**src/rtl/edge_detect_debounce_if.sv**
```systemverilog
// Signal bundle for edge_detect_debounce: enable and raw levels in, debounced level and
// per-channel edge pulses out.
interface edge_detect_debounce_if #(
    parameter int unsigned WIDTH = 4
);
    logic             en;
    logic [WIDTH-1:0] level_in;
    logic [WIDTH-1:0] level_out;
    logic [WIDTH-1:0] rise;
    logic [WIDTH-1:0] fall;
    logic [WIDTH-1:0] tick;
    logic             any_tick;

    modport master (
        output en,
        output level_in,
        input  level_out,
        input  rise,
        input  fall,
        input  tick,
        input  any_tick
    );

    modport slave (
        input  en,
        input  level_in,
        output level_out,
        output rise,
        output fall,
        output tick,
        output any_tick
    );
endinterface

```
**src/rtl/edge_detect_debounce.sv**
```systemverilog
// Multi-channel synchroniser + debouncer producing registered one-cycle rise/fall/tick pulses
// and the accepted (debounced) level of each channel.
module edge_detect_debounce #(
    parameter int unsigned WIDTH           = 4,
    parameter int unsigned SYNC_STAGES     = 2,
    parameter int unsigned DEBOUNCE_CYCLES = 3,
    parameter int unsigned MODE            = 0
) (
    input logic                         clk,
    input logic                         rst_n,
    edge_detect_debounce_if.slave       bus
);

    localparam int unsigned CntW   = $clog2(DEBOUNCE_CYCLES + 1);
    localparam logic [CntW-1:0] CntMax = CntW'(DEBOUNCE_CYCLES);
    // MODE 3 is treated as "both edges".
    localparam bit RiseTick = (MODE != 1);
    localparam bit FallTick = (MODE != 0);

    typedef enum logic [1:0] {
        IdleLow,
        WaitHigh,
        IdleHigh,
        WaitLow
    } state_e;

    logic [WIDTH-1:0] tick_vec;

    for (genvar i = 0; i < WIDTH; i++) begin : g_chan
        logic [SYNC_STAGES-1:0] sync_q;
        logic [SYNC_STAGES:0]   sync_chain;
        logic                   s;
        state_e                 state_q;
        logic [CntW-1:0]        cnt_q;
        logic [CntW-1:0]        cnt_inc;
        logic                   level_q;
        logic                   rise_q;
        logic                   fall_q;
        logic                   tick_q;

        assign sync_chain = {sync_q, bus.level_in[i]};
        assign s          = sync_q[SYNC_STAGES-1];
        assign cnt_inc    = cnt_q + CntW'(1);

        always_ff @(posedge clk or negedge rst_n) begin
            if (!rst_n) begin
                sync_q <= '0;
            end else begin
                sync_q <= sync_chain[SYNC_STAGES-1:0];
            end
        end

        always_ff @(posedge clk or negedge rst_n) begin
            if (!rst_n) begin
                state_q <= IdleLow;
                cnt_q   <= '0;
                level_q <= 1'b0;
                rise_q  <= 1'b0;
                fall_q  <= 1'b0;
                tick_q  <= 1'b0;
            end else begin
                rise_q <= 1'b0;
                fall_q <= 1'b0;
                tick_q <= 1'b0;
                unique case (state_q)
                    IdleLow: begin
                        if (bus.en && s) begin
                            if (DEBOUNCE_CYCLES == 1) begin
                                state_q <= IdleHigh;
                                cnt_q   <= '0;
                                level_q <= 1'b1;
                                rise_q  <= 1'b1;
                                tick_q  <= RiseTick;
                            end else begin
                                state_q <= WaitHigh;
                                cnt_q   <= CntW'(1);
                            end
                        end
                    end
                    WaitHigh: begin
                        if (!bus.en || !s) begin
                            state_q <= IdleLow;
                            cnt_q   <= '0;
                        end else if (cnt_inc == CntMax) begin
                            state_q <= IdleHigh;
                            cnt_q   <= '0;
                            level_q <= 1'b1;
                            rise_q  <= 1'b1;
                            tick_q  <= RiseTick;
                        end else begin
                            cnt_q <= cnt_inc;
                        end
                    end
                    IdleHigh: begin
                        if (bus.en && !s) begin
                            if (DEBOUNCE_CYCLES == 1) begin
                                state_q <= IdleLow;
                                cnt_q   <= '0;
                                level_q <= 1'b0;
                                fall_q  <= 1'b1;
                                tick_q  <= FallTick;
                            end else begin
                                state_q <= WaitLow;
                                cnt_q   <= CntW'(1);
                            end
                        end
                    end
                    WaitLow: begin
                        if (!bus.en || s) begin
                            state_q <= IdleHigh;
                            cnt_q   <= '0;
                        end else if (cnt_inc == CntMax) begin
                            state_q <= IdleLow;
                            cnt_q   <= '0;
                            level_q <= 1'b0;
                            fall_q  <= 1'b1;
                            tick_q  <= FallTick;
                        end else begin
                            cnt_q <= cnt_inc;
                        end
                    end
                endcase
            end
        end

        assign bus.level_out[i] = level_q;
        assign bus.rise[i]      = rise_q;
        assign bus.fall[i]      = fall_q;
        assign bus.tick[i]      = tick_q;
        assign tick_vec[i]      = tick_q;
    end

    // OR of flop outputs only, so still no path from level_in.
    assign bus.any_tick = |tick_vec;

endmodule

```
**src/flat_wrapper.sv**
```systemverilog
// flat-port wrapper written by rule: the top's interface ports become plain ports
module edge_detect_debounce_flat 
#(
    parameter int unsigned WIDTH           = 4,
    parameter int unsigned SYNC_STAGES     = 2,
    parameter int unsigned DEBOUNCE_CYCLES = 3,
    parameter int unsigned MODE            = 0
)
  (clk, rst_n, bus_en, bus_level_in, bus_level_out, bus_rise, bus_fall, bus_tick, bus_any_tick);
  edge_detect_debounce_if #(.WIDTH(WIDTH)) bus_i ();
  input logic clk;
  input logic rst_n;
  input wire logic [$bits(bus_i.en)-1:0] bus_en;
  input wire logic [$bits(bus_i.level_in)-1:0] bus_level_in;
  output wire logic [$bits(bus_i.level_out)-1:0] bus_level_out;
  output wire logic [$bits(bus_i.rise)-1:0] bus_rise;
  output wire logic [$bits(bus_i.fall)-1:0] bus_fall;
  output wire logic [$bits(bus_i.tick)-1:0] bus_tick;
  output wire logic [$bits(bus_i.any_tick)-1:0] bus_any_tick;
  assign bus_i.en = bus_en;
  assign bus_i.level_in = bus_level_in;
  assign bus_level_out = bus_i.level_out;
  assign bus_rise = bus_i.rise;
  assign bus_fall = bus_i.fall;
  assign bus_tick = bus_i.tick;
  assign bus_any_tick = bus_i.any_tick;
  edge_detect_debounce #(.WIDTH(WIDTH), .SYNC_STAGES(SYNC_STAGES), .DEBOUNCE_CYCLES(DEBOUNCE_CYCLES), .MODE(MODE)) u_core (.clk(clk), .rst_n(rst_n), .bus(bus_i));
endmodule
```
**config.mk**
```make
export PLATFORM = sky130hd
export DESIGN_NAME = edge_detect_debounce_flat
export DESIGN_NICKNAME = d
export VERILOG_FILES = /design/src/rtl/edge_detect_debounce_if.sv /design/src/rtl/edge_detect_debounce.sv /design/src/flat_wrapper.sv
export SDC_FILE = /design/constraint.sdc
export NUM_CORES = 1
export LEC_CHECK = 0
export CORE_ASPECT_RATIO = 2
export CORE_MARGIN = 5
export CORE_UTILIZATION = 47
export CTS_CLUSTER_DIAMETER = 150
export DETAILED_ROUTE_END_ITERATION = 12
export PLACE_DENSITY = 0.73
export SETUP_SLACK_MARGIN = 0.5
export SYNTH_ARGS = -nofsm -noshare
export SYNTH_HDL_FRONTEND = slang
export SYNTH_SLANG_ARGS = --single-unit
export TNS_END_PERCENT = 30
```
**constraint.sdc**
```tcl
create_clock -name clk -period 0.9 [get_ports clk]
set_input_delay 0.09 -clock clk [delete_from_list [all_inputs] [get_ports clk]]
set_output_delay 0.09 -clock clk [all_outputs]
set_load 0.005 [all_outputs]
```
Word-level counts from Yosys, hierarchy flattened
Index checks and enable logic that the tools add are counted.
{ "totals": {"register_bits": 36, "input_bits": 7, "output_inout_bits": 17, "elab_cells": 206} }
{ "classes": {"add_sub_neg": 4, "eq_ne": 48, "muxes": 88, "reduce_logical": 42} }
{ "op_table": {"columns": ["cell", "count"], "rows": [
  ["$mux W2", 40],
  ["$pmux W2 S4", 8],
  ["$mux W1", 36],
  ["$ne A2 B1 Y1 const B", 16],
  ["$eq A2 B2 Y1 const B", 12],
  ["$ne A3 B1 Y1 const B", 8],
  ["$reduce_and A5 Y1", 4],
  ["$ne A2 B2 Y1 const B", 8],
  ["$reduce_and A4 Y1", 4],
  ["$add A2 B1 Y2 const B", 4],
  ["$eq A2 B1 Y1 const B", 4],
  ["$logic_and A1 B1 Y1", 8],
  ["$logic_not A2 Y1", 4],
  ["$logic_or A1 B1 Y1", 8],
  ["$pmux W1 S2", 4],
  ["$reduce_and A2 Y1", 4],
  ["$reduce_bool A2 Y1", 4],
  ["$logic_not A1 Y1", 5],
  ["$reduce_or A4 Y1", 1]
]} }

Longest topological paths before layout
{ "logic_depth": {"ltp_word": 5, "depth_mapped": 4, "ltp_nobuf": 3} }

Worst setup path before layout
OpenSTA, ideal clock, no wires.
{ "synth_path": {"kind": "flip-flop to flip-flop", "from": "register u_core.g_chan[0].state_q[0]", "to": "register u_core.g_chan[0].state_q[1]", "setup_ns": 0.125, "t_arrival_ns": 0.856, "t_required_ns": 0.775, "setup_slack_ns": -0.081, "stages_incl_launch_ff": 3, "n_path_buf": 0, "synth_period_minus_slack_ns": 0.981, "cell_sequence": "dfrtp_1 > nand4b_4 > mux2_2"} }
{ "synth_via": {"elab_chain_len": 3, "word_cells_on_any_way": 10, "cone_classes": "7 x eq/ne; 1 x mux; 2 x reduce/logical"} }
{ "synth_lines": {"columns": ["element", "line_no", "rtl"], "rows": [
  ["start, declared", "edge_detect_debounce.sv:33", "state_e state_q;"],
  ["start signal, assigned", "edge_detect_debounce.sv:55", "state_q <= IdleLow;"],
  ["start signal, assigned", "edge_detect_debounce.sv:69", "state_q <= IdleHigh;"],
  ["start signal, assigned", "edge_detect_debounce.sv:75", "state_q <= WaitHigh;"],
  ["$eq A2 B2 Y1, or another cell as far along", "edge_detect_debounce.sv:65", "unique case (state_q)"],
  ["$ne A3 B1 Y1 (no source line) / $ne A2 B1 Y1 (equally long branches)", null, null],
  ["$reduce_and A4 Y1 (no source line)", null, null]
]} }
Parallel ways exist; a longest one is shown, timed or not.
A chain may end at the register's enable or synchronous reset.

==> flow_summary.json <==
{
  "status": "complete, but fails checks",
  "violations": "negative setup slack",
  "h-tree-depth": 2,
  "start_util_pct": 48.67,
  "drc_errors": 0,
  "crit_path_start_kind": "flip-flop",
  "cap_violations": 0,
  "die_w_um": 50.66,
  "slew_violations": 0,
  "hold_buffers": 0,
  "portBuffers": 23,
  "dpl.hpwl_mm": 2.126,
  "place.gp.congestion": 0.6926,
  "synth_cells": 121,
  "cts_buffer_depth": 2,
  "yosysWarnings": 0,
  "p_leak_uw": 0.001049,
  "slew_headroom_pct": 87.45,
  "num_io_pins": 24,
  "power.density_mw_per_mm2": 2278,
  "period_needed_ns": 1.409,
  "insertion_delay_ns": 0.29,
  "grt_setup_unrepaired": "true",
  "grt_pass1_vias": 1177,
  "post-route-period-util_pct": 156.6,
  "core_mm2": 0.003193,
  "required_ns": 0.81,
  "finalHoldViolations": 0,
  "grt_max_degree": 37,
  "cp_max_fo": 2,
  "peakVddDrop_v": 0.001948,
  "drive_gt1_share_pct": 41.67,
  "slowest_stage": "or4_1",
  "critPathArrivalTime_ns": 1.32,
  "drtAntennaViolNets": 0,
  "antenna_found_initial": 0,
  "clock_sinks": 36,
  "tightest_slew_ns": 0.1883,
  "fill_cells": 253,
  "wl_per_cell_um": 14.72,
  "ys_types": 21,
  "dieArea_mm2": 0.004626,
  "syn-num-nets": 128,
  "worstSetupPathType": "reg -> out",
  "final_util_pct": 64.22,
  "finalWirelength_mm": 2.930,
  "cts-root-buf": "clkbuf_8",
  "path_buf_inv": 1,
  "cts_tree": "built",
  "first_pass_iters": 4,
  "synth-seq-area-share_pct": 57.97,
  "die_h_um": 91.32,
  "nets": 174,
  "num_vias": 1039,
  "path_cells": "or4_1 > buf_2",
  "avgViaCountPerCell": 5.221,
  "diodes": 0,
  "path_clk_slew_ns": 0.07,
  "setup_viol": 27,
  "dp.cells": 183,
  "final_cells": 199,
  "cp_top_family": "simple AND/OR/NAND/NOR gates",
  "skew_ns": 0.005371,
  "dp_slack_ns": -0.5613,
  "hold_path.class": "in -> async",
  "yosys_register_bits": 36,
  "whs_ns": 0.1612,
  "syn-cell-area_mm2": 0.001554,
  "setup_ws_ns": -0.5094,
  "track_usage_pct": 14.30,
  "setup_tns_ns": -3.010,
  "max_stage_delay_ns": 0.51,
  "numCtsBuffers": 5,
  "fp-row-count": 29,
  "grt_overflow": 0,
  "end_kind": "output port",
  "grt_pass1_wl_mm": 5.043,
  "fmax_mhz": 709.5,
  "syn_avg_cell_area_um2": 12.84,
  "first_iter_violations": 11,
  "area_delta_synth_final_pct": 31.96
}
area by class of cell:
class / instances / area (um2) / share of cell area, %
Timing Repair Buffer: 56 / 469.2 / 22.88
Clock inverter: 2 / 35.03 / 1.708
Multi-Input combinational cell: 64 / 519.2 / 25.32
Tap cell: 31 / 38.79 / 1.891
Clock buffer: 6 / 72.57 / 3.539
Sequential cell: 36 / 900.9 / 43.93
Inverter: 4 / 15.01 / 0.7322
layer usage:
metal / part of all wire (%) / up-vias / track usage, %
met1: 33 / 510 / 13.46
met4: 2.8 / 0 / 8.316
met5: 0 / - / 0
met3: 5.3 / 8 / 4.426
met2: 59 / 25 / 25.52
li1: - / 496 / -
per-stage QoR:
stage	total power [uW]	cell area, um2
after floorplan	2705	1554
after global placement	3163	1904
after detailed placement	3313	1904
after CTS	4704	2014
after global routing	4924	2051
final	4673	2051
cell usage in the layout, fill, tap and decap left out, drive strengths merged:
| cell type | count |
|---|---|
| buf | 48 |
| dfrtp | 36 |
| clkbuf | 8 |
| nand3b | 7 |
| nand2b | 7 |
| nand2 | 7 |
| nor3b | 7 |
| a21oi | 6 |
| clkdlybuf4s50 | 5 |
| xor2 | 4 |
| mux2i | 4 |
| inv | 4 |
| o21a | 4 |
| a31oi | 4 |
| nand4b | 4 |
| o21ai | 4 |
| mux2 | 3 |
| or4 | 1 |
| and4b | 1 |
| nor2 | 1 |
| bufinv | 1 |
| clkinv | 1 |
| dlygate4sd2 | 1 |
cell usage after synthesis:
cell / instances / area (um2)
dfrtp_1: 36 / 900.9
buf_4: 16 / 120.1
nand2_1: 7 / 26.28
nand2b_1: 7 / 43.79
nand3b_1: 7 / 52.55
a21oi_1: 6 / 30.03
a31oi_1: 4 / 25.02
inv_1: 4 / 15.01
mux2i_1: 4 / 40.04
nor3b_1: 4 / 30.03
o21a_1: 4 / 30.03
o21ai_0: 4 / 20.02
xor2_1: 4 / 35.03
mux2_2: 3 / 33.78
nand4b_4: 3 / 71.32
nor3b_2: 3 / 37.54
and4b_2: 1 / 11.26
buf_6: 1 / 11.26
nand4b_1: 1 / 8.760
nor2_1: 1 / 3.750
or4_1: 1 / 7.510
path summary, 6_finish.rpt:
path,from,slack [ns],end,cells after the start
setup / recovery,u_core.g_chan[3].rise_q,-0.51,bus_any_tick,2
hold / removal,rst_n,0.16,u_core.g_chan[1].sync_q[0],2
setup reg to reg,u_core.g_chan[3].state_q[1],-0.11,u_core.g_chan[3].cnt_q[1],3
hold reg to reg,u_core.g_chan[0].sync_q[0],0.35,u_core.g_chan[0].sync_q[1],0
max in group asynchronous,rst_n,0.56,u_core.g_chan[0].cnt_q[0],2
min in group clk,bus_level_in[3],0.23,u_core.g_chan[3].sync_q[0],1
kinds of logic (layout without fill, tap and decap cells):
logic type             after synthesis  in the layout  share of synthesized area (%)
AND/OR/NAND/NOR                     35             35                          18.84
multiplexers                         7              7                          4.750
XOR/XNOR                             4              4                          2.254
AO/OA/AOI/OAI                       18             18                          6.763
flip-flops                          36             36                          57.97
buffers and inverters               21             68                          9.420
worst register-to-register path: cells and delay by family (launching register included):
kind          cells  cell delay (ns)
xor+xnor          1             0.16
flops             1             0.43
mux               1             0.20
simple gates      1             0.13
what timing repair did:
action	4_1_cts	5_1_grt
buffers inserted	5	3
pin swaps	12	3
setup endpoints to repair	49	49
resized for setup	64	15
hold endpoints to repair	0	0
report_power, final:
group	total (uW)	leakage (uW)	internal [uW]	switching [uW]
logic	1210	0.000544	701	508
clock network	1370	0.0000552	821	547
registers	2100	0.000451	1880	216
total	4670	0.00105	3400	1270
state kept, by name (all words and copies together) (netlist names):
register / flops
u_core.g_chan.fall_q: 4
u_core.g_chan.state_q: 8
u_core.g_chan.sync_q: 8
u_core.g_chan.rise_q: 4
u_core.g_chan.level_q: 4
u_core.g_chan.cnt_q: 8
Power figures use the tool's default switching activity.
